--- src/rtl/pwm_ramp_ctrl_pkg.sv ---
// pwm_pkg: shared types and helpers for the PWM soft-start ramp controller.
//   ramp_state_e : controller states. STOP is encoded only when the
//                  PWM_SOFT_STOP_EN macro is defined.
//   *_DEF        : default parameter values for WIDTH / STEP_W / DIV_W.
//   sat_step()   : one clamped duty step toward a target.
package pwm_pkg;

  localparam int WIDTH_DEF  = 8;
  localparam int STEP_W_DEF = 4;
  localparam int DIV_W_DEF  = 8;

  // Working width for sat_step. It is wider than any supported duty width,
  // so cur+step can never wrap.
  localparam int SAT_W = 32;

`ifdef PWM_SOFT_STOP_EN
  typedef enum logic [1:0] {
    IDLE = 2'd0,
    RAMP = 2'd1,
    HOLD = 2'd2,
    STOP = 2'd3
  } ramp_state_e;
`else
  typedef enum logic [1:0] {
    IDLE = 2'd0,
    RAMP = 2'd1,
    HOLD = 2'd2
  } ramp_state_e;
`endif

  // Move cur toward tgt by at most step. The result never passes tgt.
  function automatic logic [SAT_W-1:0] sat_step(input logic [SAT_W-1:0] cur,
                                                input logic [SAT_W-1:0] tgt,
                                                input logic [SAT_W-1:0] step);
    logic [SAT_W-1:0] nxt;
    if (tgt > cur) begin
      nxt = cur + step;
      if (nxt > tgt) nxt = tgt;
    end else begin
      nxt = ((cur - tgt) > step) ? (cur - step) : tgt;
    end
    return nxt;
  endfunction

endpackage

--- src/rtl/pwm_ramp_ctrl_if.sv ---
// pwm_ramp_ctrl_if: configuration channel into the ramp controller.
//   cfg_valid  : master offers a config
//   cfg_ready  : controller can accept (high in IDLE and HOLD)
//   cfg_target : target duty
//   cfg_step   : duty increment per step (0 behaves as 1)
//   cfg_div    : one step every cfg_div+1 PWM periods
// A transfer happens on any rising clk edge where cfg_valid && cfg_ready.
// The master holds the fields stable while cfg_valid is high. cfg_ready does
// not depend on cfg_valid.
interface pwm_ramp_ctrl_if #(
  parameter int WIDTH  = 8,
  parameter int STEP_W = 4,
  parameter int DIV_W  = 8
);
  logic              cfg_valid;
  logic              cfg_ready;
  logic [WIDTH-1:0]  cfg_target;
  logic [STEP_W-1:0] cfg_step;
  logic [DIV_W-1:0]  cfg_div;

  modport master (output cfg_valid, output cfg_target, output cfg_step,
                  output cfg_div, input cfg_ready);
  modport slave  (input cfg_valid, input cfg_target, input cfg_step,
                  input cfg_div, output cfg_ready);
endinterface

--- src/rtl/pwm_ramp_ctrl_period_timer.sv ---
// pwm_period_timer: mirrors the PWM period counter and divides periods into
// duty-step ticks.
//   clk, rst_n : clock, asynchronous active-low reset
//   enable     : PWM enable. The counter is held at 0 while it is low.
//   active     : divider counts only while this is high (RAMP/STOP)
//   dclr       : clears the divider (controller is changing state)
//   div        : one tick every div+1 periods
//   period_end : last cycle of the current PWM period
//   step_tick  : period_end on which the controller should step duty
module pwm_period_timer #(
  parameter int WIDTH = 8,
  parameter int DIV_W = 8
) (
  input  logic             clk,
  input  logic             rst_n,
  input  logic             enable,
  input  logic             active,
  input  logic             dclr,
  input  logic [DIV_W-1:0] div,
  output logic             period_end,
  output logic             step_tick
);

  logic [WIDTH-1:0] pcnt;
  logic [DIV_W-1:0] dcnt;

  // Held at 0 while enable is low. The first enabled cycle therefore sees
  // pcnt==0, in step with the PWM's own counter.
  always_ff @(posedge clk or negedge rst_n) begin
    if (!rst_n)       pcnt <= '0;
    else if (!enable) pcnt <= '0;
    else              pcnt <= pcnt + 1'b1;
  end

  assign period_end = enable && (pcnt == '1);
  assign step_tick  = active && period_end && (dcnt == div);

  always_ff @(posedge clk or negedge rst_n) begin
    if (!rst_n)                   dcnt <= '0;
    else if (dclr || !enable)     dcnt <= '0;
    else if (active && period_end) begin
      if (dcnt == div) dcnt <= '0;
      else             dcnt <= dcnt + 1'b1;
    end
  end

endmodule

--- src/rtl/pwm_ramp_ctrl.sv ---
// pwm_ramp_ctrl: soft-start ramp controller in front of a PWM instance.
// Defining PWM_SOFT_STOP_EN enables the STOP state, which ramps the duty
// down to 0 when run falls. Without the macro, run falling stops the PWM
// at once.
//   clk, rst_n : clock, asynchronous active-low reset
//   run        : level request, high = PWM active
//   cfg        : config channel (see pwm_ramp_ctrl_if)
//   pwm_enable : to PWM enable
//   pwm_duty   : to PWM duty (registered)
//   period_end : pulse on the last cycle of each PWM period
//   busy       : high in RAMP/STOP
//   at_target  : high in HOLD
//   state      : current FSM state (debug)
module pwm_ramp_ctrl
  import pwm_pkg::*;
#(
  parameter int WIDTH  = WIDTH_DEF,
  parameter int STEP_W = STEP_W_DEF,
  parameter int DIV_W  = DIV_W_DEF
) (
  input  logic              clk,
  input  logic              rst_n,
  input  logic              run,
  pwm_ramp_ctrl_if.slave    cfg,
  output logic              pwm_enable,
  output logic [WIDTH-1:0]  pwm_duty,
  output logic              period_end,
  output logic              busy,
  output logic              at_target,
  output ramp_state_e       state
);

  ramp_state_e       state_q, state_d;
  logic [WIDTH-1:0]  duty_q, duty_d;
  logic [WIDTH-1:0]  target_q;
  logic [STEP_W-1:0] step_q;
  logic [DIV_W-1:0]  div_q;

  logic              cfg_fire;
  logic              step_tick;
  logic              active;
  logic [STEP_W-1:0] step_eff;
  logic [WIDTH-1:0]  eff_target;
  logic [WIDTH-1:0]  up_next;

  assign cfg.cfg_ready = (state_q == IDLE) || (state_q == HOLD);
  assign cfg_fire      = cfg.cfg_valid && cfg.cfg_ready;

  assign pwm_enable = (state_q != IDLE);
  assign pwm_duty   = duty_q;
  assign at_target  = (state_q == HOLD);
  assign state      = state_q;

`ifdef PWM_SOFT_STOP_EN
  logic [WIDTH-1:0] down_next;
  assign active    = (state_q == RAMP) || (state_q == STOP);
  assign down_next = WIDTH'(sat_step(SAT_W'(duty_q), '0, SAT_W'(step_eff)));
`else
  assign active    = (state_q == RAMP);
`endif
  assign busy = active;

  assign step_eff = (step_q == '0) ? STEP_W'(1) : step_q;
  assign up_next  = WIDTH'(sat_step(SAT_W'(duty_q), SAT_W'(target_q),
                                    SAT_W'(step_eff)));

  // A run request in IDLE that arrives with a config uses the incoming target.
  assign eff_target = cfg_fire ? cfg.cfg_target : target_q;

  pwm_period_timer #(.WIDTH(WIDTH), .DIV_W(DIV_W)) u_timer (
    .clk        (clk),
    .rst_n      (rst_n),
    .enable     (pwm_enable),
    .active     (active),
    .dclr       (state_d != state_q),
    .div        (div_q),
    .period_end (period_end),
    .step_tick  (step_tick)
  );

  always_comb begin
    state_d = state_q;
    duty_d  = duty_q;
    case (state_q)
      IDLE: begin
        duty_d = '0;
        if (run) state_d = (eff_target == '0) ? HOLD : RAMP;
      end
      RAMP: begin
        if (!run) begin
`ifdef PWM_SOFT_STOP_EN
          state_d = STOP;
`else
          state_d = IDLE;
          duty_d  = '0;
`endif
        end else if (step_tick) begin
          duty_d = up_next;
          // The final step and the move to HOLD happen on the same edge.
          if (up_next == target_q) state_d = HOLD;
        end
      end
      HOLD: begin
        if (!run) begin
`ifdef PWM_SOFT_STOP_EN
          state_d = STOP;
`else
          state_d = IDLE;
          duty_d  = '0;
`endif
        end else if (cfg_fire && (cfg.cfg_target != duty_q)) begin
          state_d = RAMP;
        end
      end
`ifdef PWM_SOFT_STOP_EN
      STOP: begin
        if (run)                             state_d = RAMP;
        else if (period_end && duty_q == '0) state_d = IDLE;
        else if (step_tick)                  duty_d  = down_next;
      end
`endif
      default: begin
        state_d = IDLE;
        duty_d  = '0;
      end
    endcase
  end

  always_ff @(posedge clk or negedge rst_n) begin
    if (!rst_n) begin
      state_q <= IDLE;
      duty_q  <= '0;
    end else begin
      state_q <= state_d;
      duty_q  <= duty_d;
    end
  end

  // The config is latched even when a stop wins on the same edge.
  always_ff @(posedge clk or negedge rst_n) begin
    if (!rst_n) begin
      target_q <= '0;
      step_q   <= '0;
      div_q    <= '0;
    end else if (cfg_fire) begin
      target_q <= cfg.cfg_target;
      step_q   <= cfg.cfg_step;
      div_q    <= cfg.cfg_div;
    end
  end

endmodule
--- src/flat_wrapper.sv ---
// flat-port wrapper written by rule: the top's interface ports become plain ports
module pwm_ramp_ctrl_flat import pwm_pkg::*;
#(
  parameter int WIDTH  = WIDTH_DEF,
  parameter int STEP_W = STEP_W_DEF,
  parameter int DIV_W  = DIV_W_DEF
)
  (clk, rst_n, run, pwm_enable, pwm_duty, period_end, busy, at_target, state, cfg_cfg_valid, cfg_cfg_target, cfg_cfg_step, cfg_cfg_div, cfg_cfg_ready);
  pwm_ramp_ctrl_if #(.WIDTH(WIDTH), .STEP_W(STEP_W), .DIV_W(DIV_W)) cfg_i ();
  input  logic clk;
  input  logic rst_n;
  input  logic run;
  output logic pwm_enable;
  output logic [WIDTH-1:0] pwm_duty;
  output logic period_end;
  output logic busy;
  output logic at_target;
  output ramp_state_e state;
  input wire logic [$bits(cfg_i.cfg_valid)-1:0] cfg_cfg_valid;
  input wire logic [$bits(cfg_i.cfg_target)-1:0] cfg_cfg_target;
  input wire logic [$bits(cfg_i.cfg_step)-1:0] cfg_cfg_step;
  input wire logic [$bits(cfg_i.cfg_div)-1:0] cfg_cfg_div;
  output wire logic [$bits(cfg_i.cfg_ready)-1:0] cfg_cfg_ready;
  assign cfg_i.cfg_valid = cfg_cfg_valid;
  assign cfg_i.cfg_target = cfg_cfg_target;
  assign cfg_i.cfg_step = cfg_cfg_step;
  assign cfg_i.cfg_div = cfg_cfg_div;
  assign cfg_cfg_ready = cfg_i.cfg_ready;
  pwm_ramp_ctrl #(.WIDTH(WIDTH), .STEP_W(STEP_W), .DIV_W(DIV_W)) u_core (.clk(clk), .rst_n(rst_n), .run(run), .cfg(cfg_i), .pwm_enable(pwm_enable), .pwm_duty(pwm_duty), .period_end(period_end), .busy(busy), .at_target(at_target), .state(state));
endmodule
--- config.mk ---
export PLATFORM = sky130hd
export DESIGN_NAME = pwm_ramp_ctrl_flat
export DESIGN_NICKNAME = d
export VERILOG_FILES = /design/src/rtl/pwm_ramp_ctrl_pkg.sv /design/src/rtl/pwm_ramp_ctrl_if.sv /design/src/rtl/pwm_ramp_ctrl_period_timer.sv /design/src/rtl/pwm_ramp_ctrl.sv /design/src/flat_wrapper.sv
export SDC_FILE = /design/constraint.sdc
export NUM_CORES = 1
export LEC_CHECK = 0
export CORE_ASPECT_RATIO = 0.5
export CORE_MARGIN = 2
export CORE_UTILIZATION = 63
export CTS_BUF_LIST = sky130_fd_sc_hd__clkbuf_8 sky130_fd_sc_hd__clkbuf_16
export DETAILED_ROUTE_END_ITERATION = 10
export PLACE_DENSITY = 0.95
export SETUP_SLACK_MARGIN = 0.05
export SLEW_MARGIN = 20
export SYNTH_ARGS = -nofsm -noshare
export SYNTH_HDL_FRONTEND = slang
export SYNTH_HIERARCHICAL = 1
export SYNTH_SLANG_ARGS = --single-unit
--- constraint.sdc ---
create_clock -name clk -period 10.3 [get_ports clk]
set_clock_uncertainty 0.1 [all_clocks]
set_input_delay 1.545 -clock clk [delete_from_list [all_inputs] [get_ports clk]]
set_output_delay 1.545 -clock clk [all_outputs]
set_load 0.02 [all_outputs]
======== Yosys cells after proc, flatten, opt, wreduce, memory -nomap -nowiden ========
Index checks and enable logic that the tools add are counted.
storage, ports and cells
  input bits .............................. 24
  word-level logic and storage cells ...... 59
  register bits after elaboration ......... 46
operators by class
  $add $sub $neg .......................... 5
  equal/unequal tests ..................... 9
  reductions and logical operators ........ 14
  muxes and demuxes ....................... 21
  magnitude comparators ................... 3
operator list
  operator             count
  $mux 8               11
  $gt 32x4->1          1
  $add 8x1->8 const B  2
  $eq 8x8->1           2
  $pmux 8 s2           1
  $mux 2               7
  $add 8x4->9          1
  $gt 9x8->1           1
  $sub 8x8->9          1
  $eq 8x8->1 const B   1
  $gt 8x8->1           1
  $logic_not 8->1      1
  $ne 8x8->1           1
  $sub 8x4->8          1
  $pmux 2 s3           1
  $logic_and 1x1->1    5
  $logic_not 4->1      1
  $mux 4               1
  $reduce_bool 2->1    2
  $ne 3x2->1 const B   1
  $eq 2x1->1 const B   1
  $eq 2x2->1 const B   1
  $logic_not 2->1      1
  $logic_or 1x1->1     2
  4 further kinds      4

======== Depth between registers and ports, before layout ========
Gate-level depths: netlist of run 1.
  depth in word-level cells ............... 14
  mapped depth ............................ 23

======== Cells and area by module ========
The synthesis of run 1 kept the hierarchy.
by module, submodules not included
  module            seq. area each (um2)  cells an instance  instances  area each (um2)
  pwm_ramp_ctrl     750.7                 334                1          2941.6
  pwm_period_timer  400.4                 101                1          948.4

======== Worst setup path after synthesis of run 1 ========
Ideal clock, no wire load.
  path type ............................... register to register
  start point ............................. register u_core.step_q[1]
  end point ............................... register u_core.u_timer.dcnt[4]
  clock period less this slack ............ 4.740 ns
  required time ........................... 10.073 ns
  path buffers ............................ 2
  stages on the path, launching flop included .. 24
  library setup time ...................... 0.127 ns
  arrival time ............................ 4.514 ns
  setup slack ............................. 5.560 ns
  cells stage by stage .................... dfrtp_1 inv_1 a31o_2 ha_1 fa_1 nand2b_4 a2bb2oi_4 and3_1 xor2_1 ha_1 a211oi_1 o221ai_1 o21ai_1 nand3_1 clkbuf_8 o21ai_0 a21o_2 o2111ai_1 o31ai_1 nand2b_1 a41oi_2 buf_6 and3_2 a221o_2
on the way
  word-level cells in the longest chain between the ends .. 14
ends and longest elaborated chain
  item                                         line                              text
  start, declared                              pwm_ramp_ctrl.sv:36               logic [STEP_W-1:0] step_q;
  start signal, assigned                       pwm_ramp_ctrl.sv:147              step_q <= cfg.cfg_step;
  $logic_not 4->1                              pwm_ramp_ctrl.sv:63               assign step_eff = (step_q == '0) ? STEP_W'(1) : step_q;
  $mux 4 (*)                                   pwm_ramp_ctrl.sv:63
  $add 8x4->9                                  pwm_ramp_ctrl_pkg.sv:37           nxt = cur + step;
  $gt 9x8->1                                   pwm_ramp_ctrl_pkg.sv:38           if (nxt > tgt) nxt = tgt;
  $mux 8                                       pwm_ramp_ctrl_pkg.sv:38
  $mux 8 (*)                                   pwm_ramp_ctrl_pkg.sv:36           if (tgt > cur) begin
  $eq 8x8->1 (*)                               pwm_ramp_ctrl.sv:100              if (up_next == target_q) state_d = HOLD;
  $mux 2 (*)                                   pwm_ramp_ctrl.sv:100
  $mux 2 (*)                                   pwm_ramp_ctrl.sv:97               end else if (step_tick) begin
  $mux 2 (*)                                   pwm_ramp_ctrl.sv:90               if (!run) begin
  $pmux 2 s3 (*)                               pwm_ramp_ctrl.sv:84               case (state_q)
  $ne 2x2->1 (*)                               pwm_ramp_ctrl.sv:75               .dclr (state_d != state_q),
  $logic_or 1x1->1 (*)                         pwm_ramp_ctrl_period_timer.sv:40  else if (dclr || !enable) dcnt <= '0;
  $mux 8 or $reduce_bool 2->1 (tied branches)  n/a
  end signal, assigned                         pwm_ramp_ctrl_period_timer.sv:43  else dcnt <= dcnt + 1'b1;
  end, declared                                pwm_ramp_ctrl_period_timer.sv:25  logic [DIV_W-1:0] dcnt;
Every way passes the cells marked *; elsewhere a longest branch is shown, timed or not.
A chain may end at the register's enable or synchronous reset.

======== Worst setup path after layout of run 1 ========
Ends and elaborated chain as after synthesis.

==> run_results.csv, run 1 <==
group,metric,value,unit
timing,rsz0062_at_grt,"no",
detailed_routing,dr_wl_met3,810,um
detailed_routing,first_iter_violations,280,
clocking,numCtsBuffers,5,
timing,post-route-period-util,54.22,%
clocking,clk_latency,0.29,ns
placement,port_buffers,38,
pwr,power_leakage,1.960,nW
timing,finalHoldViolations,0,
timing,layout_min_cycle_time,5.584,ns
logic_synthesis,synth_area_per_cell,8.942,um2
setup_path,r2r_slack,4.72,ns
floorplanning,dieHeight,59.57,um
detailed_routing,ant_nets,0,
clocking,cts.path.max_buffers,2,
logic_synthesis,ys_top_cells_by_count,"46 x dfrtp_1, 44 x nand2_1, 30 x ha_1, 30 x o21ai_0, 29 x inv_1",
logic_synthesis,ys_seq_area_share,29.59,%
detailed_routing,wl,9951,um
logic_synthesis,syn_inst,435,
logic_synthesis,synth_top_area_share,29.59,%
floorplanning,core,6006,um2
setup_path,cp_cell_sequence,"inv_1 > a31o_2 > ha_1 > fa_1 > nand2b_4 > a2bb2oi_4 > xnor2_1 > inv_1 > ha_1 > nand4_1 > nor3_1 > o21ai_1 > nand3_1 > o21ai_0 > o22a_2 > o2111ai_1 > o31ai_1 > nand2b_1 > nor2_1 > nor3_1 > a221o_2",
final_layout,n_antenna_cell,0,
setup_path,worstSetupPathType,"flop to flop",
setup_path,cp.required,10.37,ns
clocking,cts.repair.resized,0,
floorplanning,initial_core_util,64.77,%
floorplanning,rows,20,
timing,setup-tns-final,0,ns
detailed_routing,wl_met1,4290,um
worst_hold_path,hp-class,"flop to flop",
run,max-cap-violations,0,
setup_path,rr_endpoint,"u_core/u_timer/dcnt[4]$_DFFE_PN0P_",
placement,gp_congestion,0.9726,
detailed_routing,drt-wirelength-per-cell,18.33,um
global_route,grt_usage,30.51,%
logic_synthesis,synth.most_common_cell,"dfrtp_1",
detailed_routing,num_vias,3493,
clocking,cts_setup_buffers,0,
timing,worst_slack,4.716,ns
logic_synthesis,synth_nets,492,
setup_path,timing.critical_path.from,"u_core/step_q[1]$_DFFE_PN0P_",
timing,worst_slew_pin_slew,1.099,ns
setup_path,crit_slowest_cell,"nor2_1",
global_route,grt-ovfl-total,0,
clocking,root_buffer,"clkbuf_16",
setup_path,critPathMaxFanout,13,
placement,dp_slack,4.885,ns
detailed_routing,wl_met2,4637,um
logic_synthesis,ys_ff_latch,46,
logic_synthesis,synth_area_leaders,"dfrtp_1 30%, ha_1 9.6%, mux2_2 5.8%",
detailed_routing,top_layer,"met4",
pwr,power_density,126.2,nW/um2
setup_path,start_kind,"flop",
floorplanning,io_pins,39,
setup_path,reg2reg_from,"u_core/step_q[1]$_DFFE_PN0P_",
timing,max_clock_freq,179.1,MHz
setup_path,crit_buf_inv,2,
pwr,vdd_drop_max,81.95,uV
setup_path,endpoint,"u_core/u_timer/dcnt[4]$_DFFE_PN0P_",
floorplanning,die_w,115.1,um
floorplanning,die_area,6857,um2
timing,drv_slew,0,
logic_synthesis,ys.flop_type,"dfrtp_1",
logic_synthesis,synth_top_area_cell,"dfrtp_1",
global_route,grt_antenna_before_repair,0,
setup_path,crit_family,"simple AND/OR/NAND/NOR gates",
setup_path,cp-end-kind,"flop",
logic_synthesis,ys_warn_count,6,
global_route,grt_pass1_wl,15880,um
logic_synthesis,syn_area,3890,um2
logic_synthesis,async_flop_share,100.0,%
global_route,grt_max_degree,47,
setup_path,path_depth,21,
outcome,outcome,"completed",
clocking,htree_levels,2,
setup_path,arrival,5.65,ns
timing,relSlewSlack,26.70,%
final_layout,drive_gt1_share,11.37,%
clocking,clkTransAtPathRegs,0.06,ns
setup_path,reg2regPathDepth,21,
global_route,grt_pass1_vias,3289,
detailed_routing,drc,0,
detailed_routing,first_pass_iters,8,
setup_path,cpPeakStageDelay,0.56,ns
clocking,hold_buffers,0,
final_layout,area_growth,13.57,%
placement,hpwl,7658,um
clocking,cts_sinks,46,
timing,final-setup-viol-count,0,
detailed_routing,via_per_inst,6.433,
clocking,tritoncts,"built",
logic_synthesis,synth_cell_types,74,
logic_synthesis,synth_edf_count,0,
final_layout,final_nets,522,
==> layer usage <==
layer / global-route usage (%) / up-vias
met5: 0 / -
met4: 10.50 / 0
met3: 7.157 / 31
met2: 50.59 / 143
met1: 40.01 / 1681
li1: - / 1638
==> per-stage QoR <==
step | cell area, um2 | hold WS [ns] | std cells | util [%] | power [W]
final | 4418 | 0.3965 | 543 | 73.56 | 0.0005573
after global routing | 4418 | 0.4252 | 543 | 73.56 | 0.0005875
after CTS | 4415 | 0.3979 | 543 | 73.52 | 0.0005546
after detailed placement | 4269 | 0.3878 | 535 | 71.08 | 0.0003953
after global placement | 4269 | 0.3681 | 535 | 71.08 | 0.0003889
after floorplan | 3890 | 0.3516 | 435 | - | 0.0003398
==> layout by cell type (no fill, tap or decap), types with 2 or more instances in the layout <==
master | Yosys | final
nor3_1 | 7 | 7
nor2_1 | 21 | 21
xor2_1 | 24 | 24
a21boi_0 | 6 | 6
nand2_1 | 44 | 44
fa_1 | 3 | 3
nand3_1 | 20 | 20
and2_1 | 4 | 4
or2_2 | 3 | 3
a21oi_1 | 20 | 20
o22ai_1 | 4 | 4
o21ai_0 | 30 | 30
and3_1 | 4 | 4
clkdlybuf4s50_1 | 0 | 37
clkbuf_16 | 0 | 5
dfrtp_1 | 46 | 46
a31oi_1 | 4 | 4
and3_2 | 2 | 2
inv_1 | 29 | 29
o21ai_1 | 2 | 2
xnor2_1 | 9 | 9
o21a_1 | 3 | 3
nand4_1 | 7 | 7
a211oi_1 | 2 | 2
o2111ai_1 | 2 | 2
a21o_1 | 2 | 2
a22o_1 | 2 | 2
nor2b_1 | 5 | 5
o21bai_1 | 2 | 2
ha_1 | 30 | 30
nor4_1 | 3 | 3
a221oi_1 | 2 | 2
a32o_1 | 2 | 2
o31ai_1 | 4 | 4
o221ai_1 | 4 | 4
mux2_2 | 20 | 20
nand2b_1 | 7 | 7
or3_1 | 7 | 7
o41ai_1 | 2 | 2
==> layout make-up <==
type	instances	area (um2)
Clock buffer	5	125.1
Clock inverter	3	21.27
Multi-Input combinational cell	345	2537
Inverter	29	108.9
Timing Repair Buffer	38	377.9
Fill cell	449	1588
Tap cell	77	96.34
Sequential cell	46	1151
==> worst min-delay path by stage <==
| stage | start | to | cells after the start |
|---|---|---|---|
| floorplan | u_core/u_timer/pcnt[0]$_DFF_PN0_ | u_core/u_timer/pcnt[0]$_DFF_PN0_ | 1 |
| global placement | u_core/u_timer/pcnt[0]$_DFF_PN0_ | u_core/u_timer/pcnt[0]$_DFF_PN0_ | 1 |
| detailed placement | u_core/u_timer/pcnt[0]$_DFF_PN0_ | u_core/u_timer/pcnt[0]$_DFF_PN0_ | 1 |
| CTS | u_core/u_timer/pcnt[0]$_DFF_PN0_ | u_core/u_timer/pcnt[0]$_DFF_PN0_ | 1 |
| global route | u_core/u_timer/pcnt[0]$_DFF_PN0_ | u_core/u_timer/pcnt[0]$_DFF_PN0_ | 1 |
| finish | u_core/u_timer/pcnt[0]$_DFF_PN0_ | u_core/u_timer/pcnt[0]$_DFF_PN0_ | 1 |
==> report_power, final <==
group	internal, W	switching, W	total (W)
combinational	0.0000767	0.000108	0.000184
clock	0.0000899	0.0000703	0.000160
sequential	0.000195	0.0000175	0.000213
total	0.000362	0.000196	0.000557
==> cells by family after synthesis <==
kind of cell	count (synthesis)	synth area share [%]
AO/OA/AOI/OAI	117	22.10
multiplexers	20	5.790
AND/OR/NAND/NOR	142	18.72
adder cells (fa/ha/maj)	33	11.19
XOR/XNOR	33	7.430
buffers and inverters	44	5.178
flip-flops	46	29.59
==> worst reg2reg max path, cell delays in order, from the launching register on <==
cell and delay, ns:
dfrtp_1 0.48, inv_1 0.10, a31o_2 0.24, ha_1 0.21, fa_1 0.45, nand2b_4 0.12
a2bb2oi_4 0.07, xnor2_1 0.33, inv_1 0.14, ha_1 0.32, nand4_1 0.15, nor3_1 0.24
o21ai_1 0.19, nand3_1 0.36, o21ai_0 0.18, o22a_2 0.26, o2111ai_1 0.20, o31ai_1 0.09
nand2b_1 0.20, nor2_1 0.56, nor3_1 0.11, a221o_2 0.37
==> sequential cells by signal, summed over array words and instances, names as in the netlist <==
name                 cells
u_core/pwm_duty          8
u_core/u_timer/pcnt      8
u_core/step_q            4
u_core/div_q             8
u_core/state             2
u_core/target_q          8
u_core/u_timer/dcnt      8
Note: power is estimated with default switching activity, not from simulation.
==> inputs of run 2 (changes only) <==
CORE_UTILIZATION = 53   (was 63)
PLACE_DENSITY = 0.89   (was 0.95)
clock period = 5.05 ns   (was 10.3 ns; I/O delays follow)
==> run 2 against run 1 <==
Effect of this change: final cell count grew 8.1%; sequential power is 100% higher; via count increased by 2.4%; critical path type unchanged; highest routed layer unchanged.
==> run_results.csv, run 2 (synthesized netlist as in run 1, its figures left out) <==
group,metric,value,unit
floorplanning,die_area,8083,um2
pwr,vdd_drop_max,136.1,uV
global_route,grt_max_degree,47,
placement,dpl-instance-area,4436,um2
placement,hpwl,7902,um
setup_path,cp-end-kind,"flop",
final_layout,final_nets,547,
clocking,hold_buffers,0,
floorplanning,rows,22,
global_route,grt_pass1_wl,17170,um
final_layout,final_common_cell,"dfrtp_1",
timing,drv_slew,0,
floorplanning,initial_core_util,53.94,%
setup_path,critPathMaxFanout,5,
setup_path,timing.critical_path.from,"u_core/step_q[3]$_DFFE_PN0P_",
global_route,grt-busiest-layer,"met2",
detailed_routing,first_iter_violations,258,
final_layout,mostFrequentLayoutCells,"46 x dfrtp_1, 44 x nand2_1, 37 x clkdlybuf4s50_1",
floorplanning,die_w,125.2,um
floorplanning,io_pins,39,
timing,worst_slew_pin_slew,0.6693,ns
clocking,clk_latency,0.29,ns
placement,dp.cells,573,
final_layout,area_growth,22.77,%
detailed_routing,num_vias,3577,
detailed_routing,via_per_inst,6.094,
timing,hold_ws,0.3544,ns
global_route,grt_usage,26.46,%
worst_hold_path,hp-class,"input pin to async pin",
floorplanning,core,7212,um2
global_route,grt_use_met3,5.120,%
clocking,tritoncts,"built",
placement,port_buffers,38,
global_route,grt-ovfl-total,0,
timing,post-route-period-util,95.54,%
setup_path,reg2reg_from,"u_core/step_q[3]$_DFFE_PN0P_",
detailed_routing,drt-wirelength-per-cell,17.72,um
pwr,power_density,249.3,nW/um2
clocking,cts_sinks,46,
detailed_routing,drc,0,
detailed_routing,first_pass_iters,6,
pwr,p_total,0.001190,W
setup_path,worstSetupPathType,"flop to flop",
setup_path,start_kind,"flop",
clocking,cts.path.max_buffers,2,
setup_path,cp.required,5.13,ns
setup_path,endpoint,"u_core/u_timer/dcnt[3]$_DFFE_PN0P_",
floorplanning,dieHeight,64.58,um
timing,relSlewSlack,55.38,%
setup_path,rr_endpoint,"u_core/u_timer/dcnt[3]$_DFFE_PN0P_",
setup_path,reg2regPathDepth,24,
pwr,power_leakage,2.107,nW
global_route,use_met1,34.37,%
detailed_routing,wl,10400,um
timing,finalHoldViolations,0,
global_route,grt_pass1_vias,3522,
clocking,htree_levels,2,
global_route,use_met2,44.97,%
final_layout,fin_area,4776,um2
outcome,outcome,"completed",
timing,max_clock_freq,207.3,MHz
final_layout,final_cells,587,
placement,gp_congestion,0.9700,
timing,final-setup-viol-count,0,
clocking,clkTransAtPathRegs,0.07,ns
setup_path,arrival,4.90,ns
clocking,numCtsBuffers,5,
final_layout,drive_gt1_share,19.35,%
setup_path,r2r_slack,0.23,ns
clocking,root_buffer,"clkbuf_16",
detailed_routing,ant_nets,0,
timing,layout_min_cycle_time,4.825,ns
global_route,grt_antenna_before_repair,0,
run,max-cap-violations,0,
final_layout,n_antenna_cell,0,
[run 2: cell count changes in the layout (fill, tap and decap cells not counted), sizes merged]
| cell | change |
|---|---|
| inv | +1 |
| clkinvlp | +1 |
| buf | +25 |
| clkinv | -2 |
[run 2: metal layers]
layer	part of all wire (%)	vias up
li1	-	1684
met1	42	1694
met2	46	167
met3	8.5	32
met4	3.2	0
met5	0	-
[run 2: worst max-delay path, stage by stage (launching register included)]
cell and delay (ns):
dfrtp_1 0.37, inv_1 0.09, a31o_2 0.27, ha_2 0.19, fa_2 0.39, nand2b_4 0.09, a2bb2oi_4 0.07, and3_4 0.20
xor2_2 0.20, ha_4 0.31, nand4_1 0.19, nor3_2 0.27, o21ai_2 0.12, buf_6 0.14, a31oi_2 0.13, a31oi_1 0.06
o21ai_1 0.13, buf_4 0.16, o2111ai_1 0.12, o31ai_1 0.28, nand2b_4 0.21, a41oi_4 0.05, buf_6 0.17, and3_1 0.15
a221o_1 0.26
[run 2: through the flow]
stage	setup TNS (ns)	worst slack (ns)	utilization [%]
3_3_place_gp	0	0.1130	61.50
6_report	0	0.2252	66.22
4_1_cts	0	0.09705	64.04
2_1_floorplan	0	0.3096	-
3_5_place_dp	-0.03602	-0.02382	61.50
5_1_grt	-0.01219	-0.01219	66.22
[run 2: worst min path at each step]
stage,endpoint,slack [ns],cells past startpoint
2_1_floorplan,u_core/u_timer/pcnt[0]$_DFF_PN0_,0.35,1
3_3_place_gp,u_core/u_timer/pcnt[0]$_DFF_PN0_,0.37,1
3_5_place_dp,u_core/u_timer/pcnt[0]$_DFF_PN0_,0.38,1
4_1_cts,u_core/u_timer/pcnt[0]$_DFF_PN0_,0.39,1
5_1_grt,u_core/pwm_duty[4]$_DFFE_PN0P_,0.41,1
6_report,u_core/pwm_duty[5]$_DFFE_PN0P_,0.35,1
[run 2: power by group]
part / internal, W / switching, W
registers: 0.000398 / 0.0000328
clock network: 0.000185 / 0.000148
logic: 0.000188 / 0.000239
[run 2: area by class of cell]
cell class | instances | area, um2
timing repair buffer | 63 | 573.1
fill | 567 | 2436
clock inverter | 3 | 23.77
sequential | 46 | 1151
clock buffer | 5 | 125.1
tap | 96 | 120.1
multi-input combinational | 345 | 2674
inverter | 29 | 108.9
[run 2: repair_timing]
action / in CTS / in global routing
gates resized for setup: 6 / 23
endpoints found under the hold margin: 0 / 0
setup buffers: 1 / 5
setup endpoints to repair: 4 / 8
pin swaps: 0 / 11
==> inputs of run 3 (changes only) <==
ABC_CLOCK_PERIOD_IN_PS = 5050   (was not set)
CORE_UTILIZATION = 40   (was 53)
PLACE_DENSITY = 0.73   (was 0.89)
==> run 3 against run 2 <==
Effect of this change: sequential cell count unchanged; non-clock buffer count fell by 4; register-to-register slack barely moved; design area fell by 1.0%; die area rose by 31%; wire length fell by 0.50%; sequential power about the same; setup slack better by 0.0063 ns; final cell count is 6.0% higher; first-iteration DRC count grew 21%; worst hold slack improved by 0.033 ns; clock-buffer cell count is the same; critical path type unchanged.
==> run_results.csv, run 3 (synthesized netlist as in run 1, its figures left out) <==
group,metric,value,unit
setup_path,cpPeakStageDelay,0.38,ns
outcome,outcome,"completed",
timing,layout_min_cycle_time,4.818,ns
worst_hold_path,min-delay-start,"u_core/u_timer/pcnt[0]$_DFF_PN0_",
clocking,cts.path.max_buffers,2,
setup_path,arrival,4.89,ns
final_layout,n_antenna_cell,0,
setup_path,worstSetupPathType,"flop to flop",
floorplanning,core,9447,um2
clocking,clk_latency,0.29,ns
floorplanning,dieHeight,73.73,um
timing,post-route-period-util,95.42,%
run,max-cap-violations,0,
detailed_routing,wl,10350,um
detailed_routing,first_iter_violations,313,
worst_hold_path,holdPathStages,1,
final_layout,area_growth,21.49,%
pwr,power_switching,0.0004147,W
pwr,p_seq_share,36.5,%
timing,relSlewSlack,56.53,%
clocking,hold_buffers,0,
floorplanning,rows,25,
final_layout,mostFrequentLayoutCells,"46 x dfrtp_1, 44 x nand2_1, 37 x clkdlybuf4s50_1",
global_route,grt_pass1_vias,3282,
pwr,p_clk_share,28.6,%
global_route,grt_use_met3,2.412,%
pwr,power_leakage,2.081,nW
global_route,use_met1,27.57,%
global_route,grt_max_degree,47,
floorplanning,die_area,10580,um2
final_layout,final_common_cell,"dfrtp_1",
setup_path,crit_family,"compound AO/OA/AOI/OAI gates",
setup_path,crit_slowest_cell,"fa_2",
timing,setup-tns-final,0,ns
timing,finalHoldViolations,0,
floorplanning,initial_core_util,41.18,%
clocking,root_buffer,"clkbuf_16",
detailed_routing,num_vias,3508,
global_route,grt_usage,19.92,%
floorplanning,io_pins,39,
placement,hpwl,7816,um
worst_hold_path,hp-class,"flop to flop",
global_route,grt_pass1_wl,16400,um
setup_path,crit_buf_inv,3,
setup_path,critPathMaxFanout,8,
timing,drv_slew,0,
final_layout,drive_gt1_share,17.45,%
floorplanning,die_w,143.5,um
setup_path,reg2reg_from,"u_core/step_q[3]$_DFFE_PN0P_",
setup_path,reg2regPathDepth,21,
detailed_routing,first_pass_iters,5,
timing,worst_slew_pin_slew,0.6521,ns
timing,max_clock_freq,207.5,MHz
detailed_routing,ant_nets,0,
pwr,power.share.switching,35.26,%
timing,rsz0062_at_grt,"no",
placement,port_buffers,38,
global_route,grt_antenna_before_repair,0,
clocking,numCtsBuffers,5,
setup_path,timing.critical_path.from,"u_core/step_q[3]$_DFFE_PN0P_",
setup_path,cp-end-kind,"flop",
clocking,htree_levels,2,
pwr,vdd_drop_max,143.4,uV
detailed_routing,drt-wirelength-per-cell,16.64,um
global_route,use_met2,33.65,%
pwr,combPwrFrac,34.9,%
setup_path,start_kind,"flop",
worst_hold_path,whs_endpoint,"u_core/u_timer/pcnt[0]$_DFF_PN0_",
final_layout,final_nets,543,
detailed_routing,via_per_inst,5.640,
placement,gp_congestion,0.9666,
global_route,grt-busiest-layer,"met2",
detailed_routing,drc,0,
pwr,power_density,248.9,nW/um2
final_layout,fin_util,50.03,%
clocking,tritoncts,"built",
timing,hold_ws,0.3872,ns
clocking,cts_sinks,46,
clocking,clkTransAtPathRegs,0.07,ns
setup_path,rr_endpoint,"u_core/u_timer/dcnt[4]$_DFFE_PN0P_",
setup_path,cp_cell_sequence,"inv_1 > a31o_2 > ha_1 > fa_2 > nand2b_4 > a2bb2oi_4 > and3_1 > xor2_2 > ha_4 > nand4_1 > nor3_2 > o21ai_2 > buf_4 > and3_2 > a21oi_4 > o2111ai_1 > o31ai_1 > nand2b_4 > nor2_1 > buf_4 > a221o_2",
global_route,grt-ovfl-total,0,
setup_path,cp.required,5.12,ns
pwr,internal-power,0.0007614,W
timing,final-setup-viol-count,0,
setup_path,r2r_slack,0.23,ns
## run 3: what timing repair did
item                       CTS  global route
setup endpoints to repair    0             8
resized for setup            0            15
setup buffers                0             2
## run 3: power by group through the flow
stage | clock, W | combinational (W) | sequential, W
after floorplan | 0 | 0.000264 | 0.000429
after detailed placement | 0 | 0.000382 | 0.000436
final | 0.000337 | 0.000410 | 0.000429
after global routing | 0.000357 | 0.000453 | 0.000433
after global placement | 0 | 0.000376 | 0.000435
after CTS | 0.000345 | 0.000385 | 0.000429
## run 3: stage by stage
step / setup slack (ns) / power, W / cell area, um2 / cells
2_1_floorplan: 0.3096 / 0.0006931 / 3890 / 435
3_3_place_gp: 0.2724 / 0.0008107 / 4484 / 612
3_5_place_dp: 0.1229 / 0.0008182 / 4484 / 612
4_1_cts: 0.07857 / 0.001159 / 4634 / 620
5_1_grt: 0.006270 / 0.001243 / 4726 / 622
6_report: 0.2315 / 0.001176 / 4726 / 622
## run 3: routing by layer
metal,part of all wire [%],vias up
met1,45,1699
met2,48,108
met4,1.4,0
met3,5.2,15
li1,-,1686
met5,0,-
## run 3: worst max-delay path by stage
stage / endpoint / cells past startpoint
3_3_place_gp: u_core/u_timer/dcnt[5]$_DFFE_PN0P_ / 22
3_5_place_dp: u_core/u_timer/dcnt[4]$_DFFE_PN0P_ / 21
6_report: u_core/u_timer/dcnt[4]$_DFFE_PN0P_ / 21
4_1_cts: u_core/u_timer/dcnt[4]$_DFFE_PN0P_ / 21
5_1_grt: u_core/u_timer/dcnt[5]$_DFFE_PN0P_ / 21
2_1_floorplan: u_core/u_timer/dcnt[4]$_DFFE_PN0P_ / 23
## run 3: worst register-to-register path, cell delays in order (launching register included)
cell and delay, ns:
dfrtp_1 0.36, inv_1 0.09, a31o_2 0.27, ha_1 0.21, fa_2 0.38, nand2b_4 0.09, a2bb2oi_4 0.07, and3_1 0.21
xor2_2 0.17, ha_4 0.29, nand4_1 0.18, nor3_2 0.22, o21ai_2 0.12, buf_4 0.16, and3_2 0.25, a21oi_4 0.23
o2111ai_1 0.16, o31ai_1 0.32, nand2b_4 0.21, nor2_1 0.07, buf_4 0.18, a221o_2 0.37
## run 3: cell type report
type,count,area [um2]
clock buffer,5,125.1
clock inverter,3,25.02
fill,906,4721
multi-input combinational,345,2614
tap,135,168.9
inverter,29,108.9
sequential,46,1151
timing repair buffer,59,533.0
